File: config.mk
export PLATFORM = sky130hd
export DESIGN_NAME = mon_dff
export DESIGN_NICKNAME = d
export VERILOG_FILES = /design/src/rtl/mon_dff.sv
export SDC_FILE = /design/constraint.sdc
export NUM_CORES = 1
export LEC_CHECK = 0
export BUFFER_PORTS_ARGS = -buffer_cell sky130_fd_sc_hd__buf_4
export CAP_MARGIN = 40
export CORE_MARGIN = 5
export CORE_UTILIZATION = 44
export DETAILED_ROUTE_END_ITERATION = 6
export HOLD_SLACK_MARGIN = 0.05
export PLACE_DENSITY = 0.72
export SLEW_MARGIN = 20
export SYNTH_ARGS = -nofsm -noshare
export SYNTH_HDL_FRONTEND = slang
export SYNTH_SLANG_ARGS = --single-unit
File: constraint.sdc
create_clock -name clk -period 7.3 [get_ports clk]
set_input_delay 0.73 -clock clk [delete_from_list [all_inputs] [get_ports clk]]
set_output_delay 0.73 -clock clk [all_outputs]
set_load 0.02 [all_outputs]
File: src/rtl/mon_dff.sv
// mon_dff: output-side monitor for a single-flop DUT.
//
// Follows the stimulus driver's apply strobe through a LATENCY-deep valid pipe.
// Samples the DUT output on the edge where the result is due, and buffers the
// samples in a first-word-fall-through FIFO that the scenario side drains.
//
// Ports:
//   clk        system clock, rising edge
//   rst        asynchronous active-low reset
//   clear      synchronous flush of pipe, FIFO, counters and sticky flag
//   in_valid   driver strobe: din is applied at this edge
//   dout       DUT output being monitored
//   rd_valid   FIFO head available
//   rd_ready   reader accepts head
//   rd_data    FIFO head value (first-word fall-through)
//   level      current FIFO occupancy
//   sample_cnt samples captured, wraps modulo 2^32
//   drop_cnt   samples dropped on a full FIFO, saturating
//   overflow   sticky, set on the first drop
//   idle       no pending pipe entries and FIFO empty (registered)
module mon_dff #(
   parameter int unsigned WIDTH   = 1,
   parameter int unsigned DEPTH   = 16,
   parameter int unsigned LATENCY = 1
) (
   input  logic                    clk,
   input  logic                    rst,
   input  logic                    clear,
   input  logic                    in_valid,
   input  logic [WIDTH-1:0]        dout,
   output logic                    rd_valid,
   input  logic                    rd_ready,
   output logic [WIDTH-1:0]        rd_data,
   output logic [$clog2(DEPTH):0]  level,
   output logic [31:0]             sample_cnt,
   output logic [15:0]             drop_cnt,
   output logic                    overflow,
   output logic                    idle
);

   localparam int unsigned AW = $clog2(DEPTH);

   logic [LATENCY-1:0] pipe_q, pipe_d;
   logic [WIDTH-1:0]   mem_q [DEPTH];
   logic [AW:0]        wptr_q, wptr_d, rptr_q, rptr_d;
   logic [31:0]        sample_cnt_q, sample_cnt_d;
   logic [15:0]        drop_cnt_q, drop_cnt_d;
   logic               overflow_q, overflow_d;
   logic               idle_q, idle_d;
   logic               tap, empty, full, pop, push, drop;

   always_comb begin
      // Shift towards the tap; stage 0 takes the fresh strobe.
      pipe_d    = pipe_q << 1;
      pipe_d[0] = in_valid;
      tap       = pipe_q[LATENCY-1];

      empty = (wptr_q == rptr_q);
      full  = (wptr_q[AW-1:0] == rptr_q[AW-1:0]) && (wptr_q[AW] != rptr_q[AW]);
      pop   = !empty && rd_ready;
      // A pop on a full FIFO frees the slot the concurrent push needs.
      push  = tap && (!full || pop);
      drop  = tap && full && !pop;

      wptr_d = wptr_q + {{AW{1'b0}}, push};
      rptr_d = rptr_q + {{AW{1'b0}}, pop};

      sample_cnt_d = sample_cnt_q + {31'd0, push};
      drop_cnt_d   = drop_cnt_q;
      if (drop && (drop_cnt_q != 16'hFFFF)) begin
         drop_cnt_d = drop_cnt_q + 16'd1;
      end
      overflow_d = overflow_q | drop;

      // Registered from next state so idle describes the state it is shown with.
      idle_d = (pipe_d == '0) && (wptr_d == rptr_d);
   end

   always_ff @(posedge clk or negedge rst) begin
      if (!rst) begin
         pipe_q       <= '0;
         wptr_q       <= '0;
         rptr_q       <= '0;
         sample_cnt_q <= '0;
         drop_cnt_q   <= '0;
         overflow_q   <= 1'b0;
         idle_q       <= 1'b1;
      end else if (clear) begin
         pipe_q       <= '0;
         wptr_q       <= '0;
         rptr_q       <= '0;
         sample_cnt_q <= '0;
         drop_cnt_q   <= '0;
         overflow_q   <= 1'b0;
         idle_q       <= 1'b1;
      end else begin
         pipe_q       <= pipe_d;
         wptr_q       <= wptr_d;
         rptr_q       <= rptr_d;
         sample_cnt_q <= sample_cnt_d;
         drop_cnt_q   <= drop_cnt_d;
         overflow_q   <= overflow_d;
         idle_q       <= idle_d;
      end
   end

   // Storage needs no reset: rd_data is forced to zero whenever the FIFO is empty.
   always_ff @(posedge clk) begin
      if (push && !clear) begin
         mem_q[wptr_q[AW-1:0]] <= dout;
      end
   end

   assign rd_valid   = !empty;
   assign rd_data    = empty ? '0 : mem_q[rptr_q[AW-1:0]];
   assign level      = wptr_q - rptr_q;
   assign sample_cnt = sample_cnt_q;
   assign drop_cnt   = drop_cnt_q;
   assign overflow   = overflow_q;
   assign idle       = idle_q;

endmodule

==> results of run 1 <==
-- area by class of cell --
type	instances	area, um^2	area share, %
Inverter	16	60.1	1.28
Sequential cell	77	2010	42.6
Multi-Input combinational cell	271	1800	38.2
Tap cell	108	135	2.87
Clock buffer	9	124	2.63
Clock inverter	7	98.8	2.10
Timing Repair Buffer	63	485	10.3
-- kinds of logic (layout without fill, tap and decap cells) --
kind of cell / Yosys count / count (layout) / share of synthesized area [%]
AND/OR/NAND/NOR: 173 / 173 / 22.0
adder cells (fa/ha/maj): 12 / 12 / 4.00
multiplexers: 7 / 7 / 3.40
XOR/XNOR: 54 / 54 / 12.0
buffers and inverters: 35 / 95 / 3.40
AO/OA/AOI/OAI: 25 / 25 / 4.19
flip-flops: 77 / 77 / 51.0
-- state kept, by name, indices dropped and copies added (netlist names) --
name and cells:
sample_cnt 32, drop_cnt 16, mem_q 16, rptr_q 5, wptr_q 5, idle 1, overflow 1, pipe_q 1
-- power groups by stage --
stage	Clock [mW]	Sequential [mW]	Combinational [mW]
4_1_cts	0.366	0.450	0.0994
3_3_place_gp	0	0.459	0.0982
3_5_place_dp	0	0.459	0.0992
5_1_grt	0.383	0.452	0.110
2_1_floorplan	0	0.460	0.0576
6_report	0.359	0.450	0.0988
-- path summary, 6_finish.rpt --
path	start	endpoint
max	wptr_q[0]	sample_cnt[30]
min	rst	sample_cnt[25]
max reg2reg	wptr_q[0]	sample_cnt[30]
min reg2reg	overflow	overflow
max in group asynchronous	rst	idle
min in group clk	overflow	overflow
-- through the flow --
| step | instances | power [mW] | hold WS, ns | util, % | setup slack (ns) |
|---|---|---|---|---|---|
| final | 551 | 0.907 | 0.282 | 54.0 | 4.34 |
| after global routing | 551 | 0.945 | 0.286 | 54.0 | 4.05 |
| after CTS | 550 | 0.916 | 0.479 | 53.8 | 4.33 |
| after detailed placement | 534 | 0.558 | 0.508 | 51.2 | 4.39 |
| after global placement | 534 | 0.557 | 0.520 | 51.2 | 4.47 |
| after floorplan | 383 | 0.517 | 0.434 | - | 4.61 |
-- per-layer routing --
metal  up-vias  global-route usage (%)
li1       1417                       -
met1      1434                    21.2
met2        75                    23.9
met3        16                    4.01
met4         0                    5.48
met5         -                       0
-- worst max-delay path, delay by kind of cell, from the launching register on --
kind / cells / cell delay, ns
xor gates and xnor gates: 1 / 0.16
adders and majority gates: 3 / 0.75
buffers and inverters: 1 / 0.10
DFF: 1 / 0.48
and+or+nand+nor: 7 / 1.32
-- layout by cell type (no fill, tap or decap), types with 2 or more instances in the layout --
master / netlist / routed
a211oi_1: 5 / 5
a21o_1: 3 / 3
a21oi_1: 9 / 9
and2_1: 3 / 3
and3_1: 5 / 5
and4_1: 9 / 9
buf_4: 0 / 62
bufinv_16: 0 / 2
clkbuf_8: 0 / 9
clkinv_4: 0 / 2
dfrtp_1: 60 / 60
edfxtp_1: 16 / 16
ha_1: 11 / 11
inv_1: 16 / 16
mux4_2: 5 / 5
nand2_1: 17 / 17
nand2b_1: 2 / 2
nand3_1: 22 / 22
nand3b_1: 2 / 2
nand4_1: 7 / 7
nor2_1: 64 / 64
nor2b_1: 11 / 11
nor3_1: 17 / 17
nor3b_1: 2 / 2
nor4_1: 4 / 4
o21ai_0: 2 / 2
o31ai_1: 3 / 3
or3_1: 2 / 2
or4_1: 3 / 3
xnor2_1: 39 / 39
xor2_1: 15 / 15
-- synthesized netlist by cell type (2+ instances only) --
cell	instances
nor2_1	64
dfrtp_1	60
xnor2_1	39
nand3_1	22
nand2_1	17
nor3_1	17
edfxtp_1	16
inv_1	16
clkbuf_1	15
xor2_1	15
ha_1	11
nor2b_1	11
a21oi_1	9
and4_1	9
nand4_1	7
a211oi_1	5
and3_1	5
mux4_2	5
nor4_1	4
a21o_1	3
and2_1	3
o31ai_1	3
or4_1	3
buf_1	2
buf_2	2
nand2b_1	2
nand3b_1	2
nor3b_1	2
o21ai_0	2
or3_1	2
==> results.sh, run 1 <==
export IMPL_run_status="complete, no violations"
export IMPL_hold_buffers=0
export IMPL_rows=34
export IMPL_portBuffers=62
export IMPL_synth_cell_area_um2=3940
export IMPL_ys_seq_elements=77
export IMPL_dieArea_um2=10900
export IMPL_yosysSeqAreaShare_pct=51.0
export IMPL_setup_violations=0
export IMPL_crit_chain="inv_1 -> ha_1 -> nand4_1 -> nor3_1 -> nor2b_1 -> ha_1 -> ha_1 -> nand3_1 -> or2_2 -> nor4_1 -> xnor2_1 -> nor2_1"
export IMPL_wl_met1_um=3830
export IMPL_wl_met2_um=3800
export IMPL_leakagePower_nw=2.01
export IMPL_pwr_share_comb_pct=10.9
export IMPL_io_pins=63
export IMPL_drtIter0Drc=142
export IMPL_nets=456
export IMPL_cts_buffers=9
export IMPL_synth_cells=383
export IMPL_p_sw_mw=0.227
export IMPL_clock_root_buffer="clkbuf_8"
export IMPL_synth_area_leaders="dfrtp_1, edfxtp_1, xnor2_1, nor2_1, ha_1"
export IMPL_max_stage_delay_ns=0.48
export IMPL_routedWlPerCell_um=14.9
export IMPL_clock_fmax_mhz=338
export IMPL_cp_end_kind="flip-flop"
export IMPL_drtAntennaViolNets=0
export IMPL_drive_gt1_share_pct=20.1
export IMPL_dp_final_hpwl_um=5830
export IMPL_startpoint_type="flip-flop"
export IMPL_vdd_drop_max_uv=110
export IMPL_die_y_um=105
export IMPL_fillers=774
export IMPL_path_max_fanout=8
export IMPL_grt_use_total_pct=15.5
export IMPL_cp_data_arrival_time_ns=3.16
export IMPL_skew_ns=0.0112
export IMPL_worstMarginPinSlew_ns=0.634
export IMPL_grt_pass1_wl_um=14000
export IMPL_hold_viol_final=0
export IMPL_slowest_stage="dfrtp_1"
export IMPL_grt_max_degree=65
export IMPL_synth_fp_nets=401
export IMPL_synth_flop_cell="dfrtp_1"
export IMPL_area_delta_synth_final_pct=19.5
export IMPL_clock_sinks=77
export IMPL_holdCritPathClass="in2async"
export IMPL_period_share_pct=40.5
export IMPL_period_minus_slack_ns=2.96
export IMPL_htree_levels=3
export IMPL_yosysTopAreaCell="dfrtp_1"
export IMPL_synth_top_area_share_pct=38.1
export IMPL_initial_utilization_pct=45.2
export IMPL_ff2ff_path_depth=12
export IMPL_dr_wl_met3_um=412
export IMPL_avgSynthCellArea_um2=10.3
export IMPL_dr_total_vias=2942
export IMPL_finalMaxSlewViolations=0
export IMPL_p_int_mw=0.680
export IMPL_path_clk_slew_ns=0.08
export IMPL_swShare_pct=25.0
export IMPL_rrSetupSlack_ns=4.34
export IMPL_clk_path_buf_depth=2
export IMPL_die_width_um=105
export IMPL_p_seq_share_pct=49.6
export IMPL_synth_cell_types=40
export IMPL_tns_ns=0
export IMPL_clk_latency_ns=0.35
export IMPL_ys_warn_count=0
export IMPL_drc=0
export IMPL_p_clk_share_pct=39.5
export IMPL_diodes=0
export IMPL_placed_area_um2=4470
export IMPL_routed_wl_um=8200
export IMPL_cts_tree="done"
export IMPL_cts_setup_buffers=0
export IMPL_required_ns=7.50
export IMPL_fin_area_um2=4710
export IMPL_place_gp_congestion=0.886
export IMPL_overflow=0
export IMPL_crit_top_cell="ha_1"
export IMPL_dr_pass1_iters=4
export IMPL_routed_via_density=5.34
export IMPL_synth_edf_count=16
export IMPL_criticalPathCategory="reg2reg"
export IMPL_p_per_area_nw_per_um2=193
export IMPL_drv_cap=0
export IMPL_grt_pass1_vias=2947
export IMPL_antenna_found_initial=0
export IMPL_synth_async_reset_ratio_pct=79.2
export IMPL_core_area_um2=8720
export IMPL_top_layer_used="met4"
export IMPL_cts_resized=0
export IMPL_rsz0062_at_grt="no"
export IMPL_max_slew_margin_pct=57.7
Note: power is estimated with default switching activity, not from simulation.
==> run 2: changes to the inputs <==
- ABC_AREA: default -> 1
- PLACE_DENSITY: 0.72 -> 0.73
- clock period: 7.3 -> 2.7 ns (I/O delays scaled with it)
==> run 2 against run 1 <==
Net effect: sequential share of layout area is 6.8 points lower; non-clock buffer count up 13; global-route usage is 4.0 points higher; combinational power grew to 3.6 times the previous value; largest cell class is now multi-input gates; cell area grew 19%; critical path depth grew 4; wire length grew 49%.
==> results.sh, run 2 <==
export IMPL_p_clk_share_pct=36.4
export IMPL_hold_slack_ns=0.147
export IMPL_rr_startpoint="wptr_q[0]"
export IMPL_area_delta_synth_final_pct=21.4
export IMPL_clk_latency_ns=0.35
export IMPL_synth_cell_types=33
export IMPL_startpoint_type="flip-flop"
export IMPL_cp_data_arrival_time_ns=2.88
export IMPL_io_pins=63
export IMPL_clock_root_buffer="clkbuf_8"
export IMPL_dp_final_hpwl_um=8800
export IMPL_rrSetupSlack_ns=0.11
export IMPL_period_share_pct=96.0
export IMPL_p_int_mw=1.81
export IMPL_cp_top_family="simple AND/OR/NAND/NOR gates"
export IMPL_drv_cap=0
export IMPL_synth_area_leaders="dfrtp_1, nand2_1, edfxtp_1, nor2_1, nand3_1"
export IMPL_grt_pass1_vias=4165
export IMPL_grt_use_total_pct=19.5
export IMPL_setup_ws_ns=0.109
export IMPL_avgSynthCellArea_um2=7.33
export IMPL_place_gp_congestion=0.948
export IMPL_htree_levels=3
export IMPL_swShare_pct=26.7
export IMPL_antenna_found_initial=0
export IMPL_holdCritPathClass="in2reg"
export IMPL_synth_cell_area_um2=4620
export IMPL_max_stage_delay_ns=0.40
export IMPL_p_sw_mw=0.659
export IMPL_synth_flop_cell="dfrtp_1"
export IMPL_leakagePower_nw=2.59
export IMPL_mostFrequentLayoutCells="nand2_1, nor2_1, buf_4"
export IMPL_die_width_um=112
export IMPL_criticalPathCategory="reg2reg"
export IMPL_die_y_um=112
export IMPL_ys_seq_elements=77
export IMPL_crit_cells=16
export IMPL_period_minus_slack_ns=2.59
export IMPL_dr_total_vias=4426
export IMPL_ff2ff_path_depth=16
export IMPL_drc=0
export IMPL_core_area_um2=10300
export IMPL_post_place_ws_ns=0.0731
export IMPL_largest_reg_flops=32
export IMPL_crit_chain="inv_1 -> ha_4 -> nand2_1 -> nor2_4 -> nand3_2 -> inv_2 -> nor2_4 -> buf_4 -> ha_1 -> ha_2 -> or2_2 -> nand3_1 -> nand2_1 -> nor2_1 -> nand4_1 -> nand2_1"
export IMPL_pwr_share_comb_pct=14.5
export IMPL_run_status="complete, no violations"
export IMPL_initial_utilization_pct=45.0
export IMPL_drtIter0Drc=292
export IMPL_hold_depth=3
export IMPL_path_clk_slew_ns=0.08
export IMPL_synth_commonest_cells="nand2_1, nor2_1, inv_1, dfrtp_1, nand3_1"
export IMPL_clk_path_buf_depth=2
export IMPL_synth_async_reset_ratio_pct=79.2
export IMPL_synth_edf_count=16
export IMPL_crit_top_cell="nand2_1"
export IMPL_grt_pass1_wl_um=20300
export IMPL_finalMaxSlewViolations=0
export IMPL_p_per_area_nw_per_um2=440
export IMPL_nets=722
export IMPL_yosysSeqAreaShare_pct=43.5
export IMPL_diodes=0
export IMPL_slowest_stage="dfrtp_1"
export IMPL_rows=37
export IMPL_clock_fmax_mhz=386
export IMPL_min_from="in_valid"
export IMPL_hold_viol_final=0
export IMPL_ys_warn_count=0
export IMPL_setup_violations=0
export IMPL_synth_cells=630
export IMPL_synth_most_common_cell="nand2_1"
export IMPL_cts_buffers=9
export IMPL_skew_ns=0.00520
export IMPL_dieArea_um2=12700
export IMPL_synth_fp_nets=648
export IMPL_cp_startpoint="wptr_q[0]"
export IMPL_layout_commonest_cell="nand2_1"
export IMPL_worstMarginPinSlew_ns=0.402
export IMPL_routedWlPerCell_um=14.5
export IMPL_path_max_fanout=5
export IMPL_grt_max_degree=62
export IMPL_cp_num_buf_inv=3
export IMPL_vdd_drop_max_uv=253
export IMPL_p_seq_share_pct=49.0
export IMPL_max_slew_margin_pct=73.2
export IMPL_cp_end_kind="flip-flop"
export IMPL_clock_sinks=77
export IMPL_drtAntennaViolNets=0
export IMPL_tns_ns=0
export IMPL_required_ns=2.99
export IMPL_total_power_mw=2.47
export IMPL_dr_pass1_iters=7
export IMPL_yosysTopAreaCell="dfrtp_1"
export IMPL_drive_gt1_share_pct=19.3
export IMPL_synth_top_area_share_pct=32.5
export IMPL_overflow=0
export IMPL_routed_via_density=5.24
export IMPL_portBuffers=62
export IMPL_fillers=991
export IMPL_cts_tree="done"
export IMPL_routed_wl_um=12300
## run 2: logic make-up (layout without fill, tap and decap cells)
logic type	after synthesis	in the layout	share of synthesized area (%)
simple gates	418	418	39.7
flops	77	77	43.5
buf+inv	77	156	6.72
compound gates	30	30	3.71
xor+xnor	16	16	3.03
fa+ha+maj	12	12	3.41
## run 2: cell type report
class                           count  area (um^2)  share of cell area, %
Clock buffer                       12          155                   2.77
Clock inverter                      4         47.5                  0.847
Inverter                           64          240                   4.28
Multi-Input combinational cell    476         2390                   42.7
Sequential cell                    77         2010                   35.8
Tap cell                          136          170                   3.03
Timing Repair Buffer               76          593                   10.6
## run 2: worst min-delay path, delay by kind of cell
kind          cells  cell delay (ns)
buf+inv           2             0.17
simple gates      1             0.03
## run 2: worst paths after layout
path | to
worst max register to register | idle
worst min-delay path | pipe_q
max in group asynchronous | idle
worst max-delay path | idle
worst min register to register | overflow
min in group asynchronous | sample_cnt[12]
## run 2: power by group through the flow
stage | Clock, mW | Sequential (mW) | Combinational, mW
after floorplan | 0 | 1.24 | 0.194
after global placement | 0 | 1.23 | 0.331
after detailed placement | 0 | 1.23 | 0.338
after CTS | 0.925 | 1.21 | 0.341
after global routing | 0.974 | 1.21 | 0.395
final | 0.900 | 1.21 | 0.359
## run 2: stage by stage
stage | utilization [%] | instance area (um^2) | std cells
floorplan | - | 4620 | 630
global placement | 51.2 | 5260 | 825
finish | 54.6 | 5610 | 845
detailed placement | 51.2 | 5260 | 825
global route | 54.6 | 5610 | 845
CTS | 53.3 | 5470 | 842
## run 2: per-layer routing
layer  track usage (%)  vias to the layer above  part of all wire, %
met2              31.5                      153                   48
met5                 0                        -                    0
met3              2.53                       34                  5.2
met1              26.3                     2079                   44
met4              8.57                        0                  3.0
li1                  -                     2160                    -
## run 2: what timing repair did
action	4_1_cts	5_1_grt
endpoints found under the setup margin	0	20
hold buffers	1	0
buffers inserted	0	2
hold endpoints to repair	60	0
gates resized for setup	0	22
==> run 3: changes to the inputs <==
- CTS_BUF_LIST: default -> sky130_fd_sc_hd__clkbuf_4
- CTS_CLUSTER_DIAMETER: default -> 40
==> run 3 against run 2 <==
Net effect: final cell count up 0.47%; worst hold slack worse by 0.0051 ns; utilization down 0.55 points; via count down 1.5%; register-to-register slack better by 0.03 ns; critical endpoint unchanged; highest routed layer unchanged.
==> results.sh, run 3 (same netlist as run 2, synthesis figures left out) <==
export IMPL_area_delta_synth_final_pct=20.2
export IMPL_path_max_fanout=5
export IMPL_period_minus_slack_ns=2.56
export IMPL_fillers=1000
export IMPL_drtAntennaViolNets=0
export IMPL_p_sw_mw=0.637
export IMPL_portBuffers=62
export IMPL_hold_depth=1
export IMPL_dp_final_hpwl_um=8800
export IMPL_core_area_um2=10300
export IMPL_clock_fmax_mhz=390
export IMPL_antenna_found_initial=1
export IMPL_die_y_um=112
export IMPL_nets=725
export IMPL_clock_sinks=77
export IMPL_place_gp_congestion=0.948
export IMPL_clk_path_buf_depth=2
export IMPL_criticalPathCategory="reg2reg"
export IMPL_drc=0
export IMPL_overflow=0
export IMPL_p_clk_share_pct=30.6
export IMPL_clock_root_buffer="clkbuf_4"
export IMPL_rows=37
export IMPL_layout_commonest_cell="nand2_1"
export IMPL_cp_data_arrival_time_ns=2.94
export IMPL_grt_pass1_vias=4123
export IMPL_routedWlPerCell_um=14.1
export IMPL_rrSetupSlack_ns=0.14
export IMPL_dieArea_um2=12700
export IMPL_io_pins=63
export IMPL_rr_startpoint="wptr_q[0]"
export IMPL_vdd_drop_max_uv=259
export IMPL_pwr_share_comb_pct=15.8
export IMPL_finalMaxSlewViolations=0
export IMPL_max_slew_margin_pct=72.8
export IMPL_path_clk_slew_ns=0.13
export IMPL_tns_ns=0
export IMPL_drv_cap=0
export IMPL_post_place_ws_ns=0.0731
export IMPL_die_width_um=112
export IMPL_grt_max_degree=62
export IMPL_startpoint_type="flip-flop"
export IMPL_cp_end_kind="flip-flop"
export IMPL_p_per_area_nw_per_um2=406
export IMPL_drtIter0Drc=279
export IMPL_required_ns=3.08
export IMPL_dr_total_vias=4360
export IMPL_htree_levels=3
export IMPL_routed_wl_um=12000
export IMPL_cts_buffers=9
export IMPL_holdCritPathClass="in2reg"
export IMPL_setup_violations=0
export IMPL_hold_viol_final=0
export IMPL_drive_gt1_share_pct=19.4
export IMPL_clk_latency_ns=0.43
export IMPL_run_status="complete, no violations"
export IMPL_initial_utilization_pct=45.0
export IMPL_min_from="dout"
export IMPL_mostFrequentLayoutCells="nand2_1, nor2_1, buf_4"
export IMPL_r2r_end="idle"
export IMPL_grt_use_total_pct=19.4
export IMPL_hold_end="mem_q[6]"
export IMPL_leakagePower_nw=2.57
export IMPL_cts_tree="done"
export IMPL_p_seq_share_pct=53.6
export IMPL_swShare_pct=28.2
export IMPL_worstMarginPinSlew_ns=0.408
export IMPL_skew_ns=0.0106
export IMPL_dr_pass1_iters=5
export IMPL_grt_pass1_wl_um=20100
export IMPL_setup_ws_ns=0.135
export IMPL_p_int_mw=1.62
export IMPL_largest_reg_flops=32
export IMPL_period_share_pct=95.0
export IMPL_ff2ff_path_depth=16
export IMPL_routed_via_density=5.14
## run 3: what timing repair did
action                                  4_1_cts  5_1_grt
endpoints found under the setup margin        0       21
setup buffers                                 0        4
hold buffers                                  2        0
hold endpoints to repair                     61        0
resized for setup                             0       20
## run 3: cell type report
class | instances | area, um^2 | area share (%)
clock buffers | 10 | 75.1 | 1.35
flip-flops and latches | 77 | 2010 | 36.2
multi-input cells | 476 | 2380 | 42.9
diodes | 1 | 2.50 | 0.0451
inverters | 64 | 240 | 4.33
well taps | 136 | 170 | 3.06
repair buffers | 79 | 618 | 11.1
clock inverters | 6 | 55.1 | 0.991
## run 3: how the worst max path moves through the flow
stage,from,end
after detailed placement,rptr_q[3],sample_cnt[16]
after global placement,rptr_q[3],sample_cnt[16]
after CTS,wptr_q[0],sample_cnt[16]
after global routing,wptr_q[0],sample_cnt[18]
final,wptr_q[0],idle
after floorplan,rptr_q[2],sample_cnt[18]
## run 3: power groups by stage
stage / registers, mW / clock network [mW] / logic, mW
after floorplan: 1.24 / 0 / 0.194
after global placement: 1.23 / 0 / 0.331
after detailed placement: 1.23 / 0 / 0.338
after CTS: 1.21 / 0.711 / 0.342
after global routing: 1.21 / 0.767 / 0.394
final: 1.21 / 0.690 / 0.356
## run 3: routing by layer
| metal | GRT usage, % | vias to the layer above | wire length [um] |
|---|---|---|---|
| li1 | - | 2169 | - |
| met1 | 26.3 | 2045 | 5440 |
| met2 | 31.2 | 121 | 5700 |
| met3 | 3.34 | 25 | 582 |
| met4 | 7.13 | 0 | 269 |
| met5 | 0 | - | 0 |
## run 3: worst max-delay path, stage by stage, from the launching register on
cell	delay, ns
dfrtp_1	0.41
inv_1	0.11
ha_4	0.28
nand2_1	0.08
nor2_4	0.10
nand3_2	0.12
inv_2	0.09
nor2_4	0.04
buf_4	0.15
ha_1	0.20
ha_2	0.21
or2_2	0.29
nand3_1	0.08
nand2_1	0.06
nor2_1	0.10
nand4_1	0.09
nand2_1	0.09
## run 3: through the flow
step | area [um^2] | hold WS (ns) | utilization [%] | cells | power, mW
2_1_floorplan | 4620 | -0.0256 | - | 630 | 1.43
6_report | 5550 | 0.142 | 54.0 | 849 | 2.26
5_1_grt | 5550 | 0.105 | 54.0 | 849 | 2.37
3_5_place_dp | 5260 | 0.411 | 51.2 | 825 | 1.57
4_1_cts | 5410 | 0.107 | 52.7 | 843 | 2.26
3_3_place_gp | 5260 | 0.411 | 51.2 | 825 | 1.56
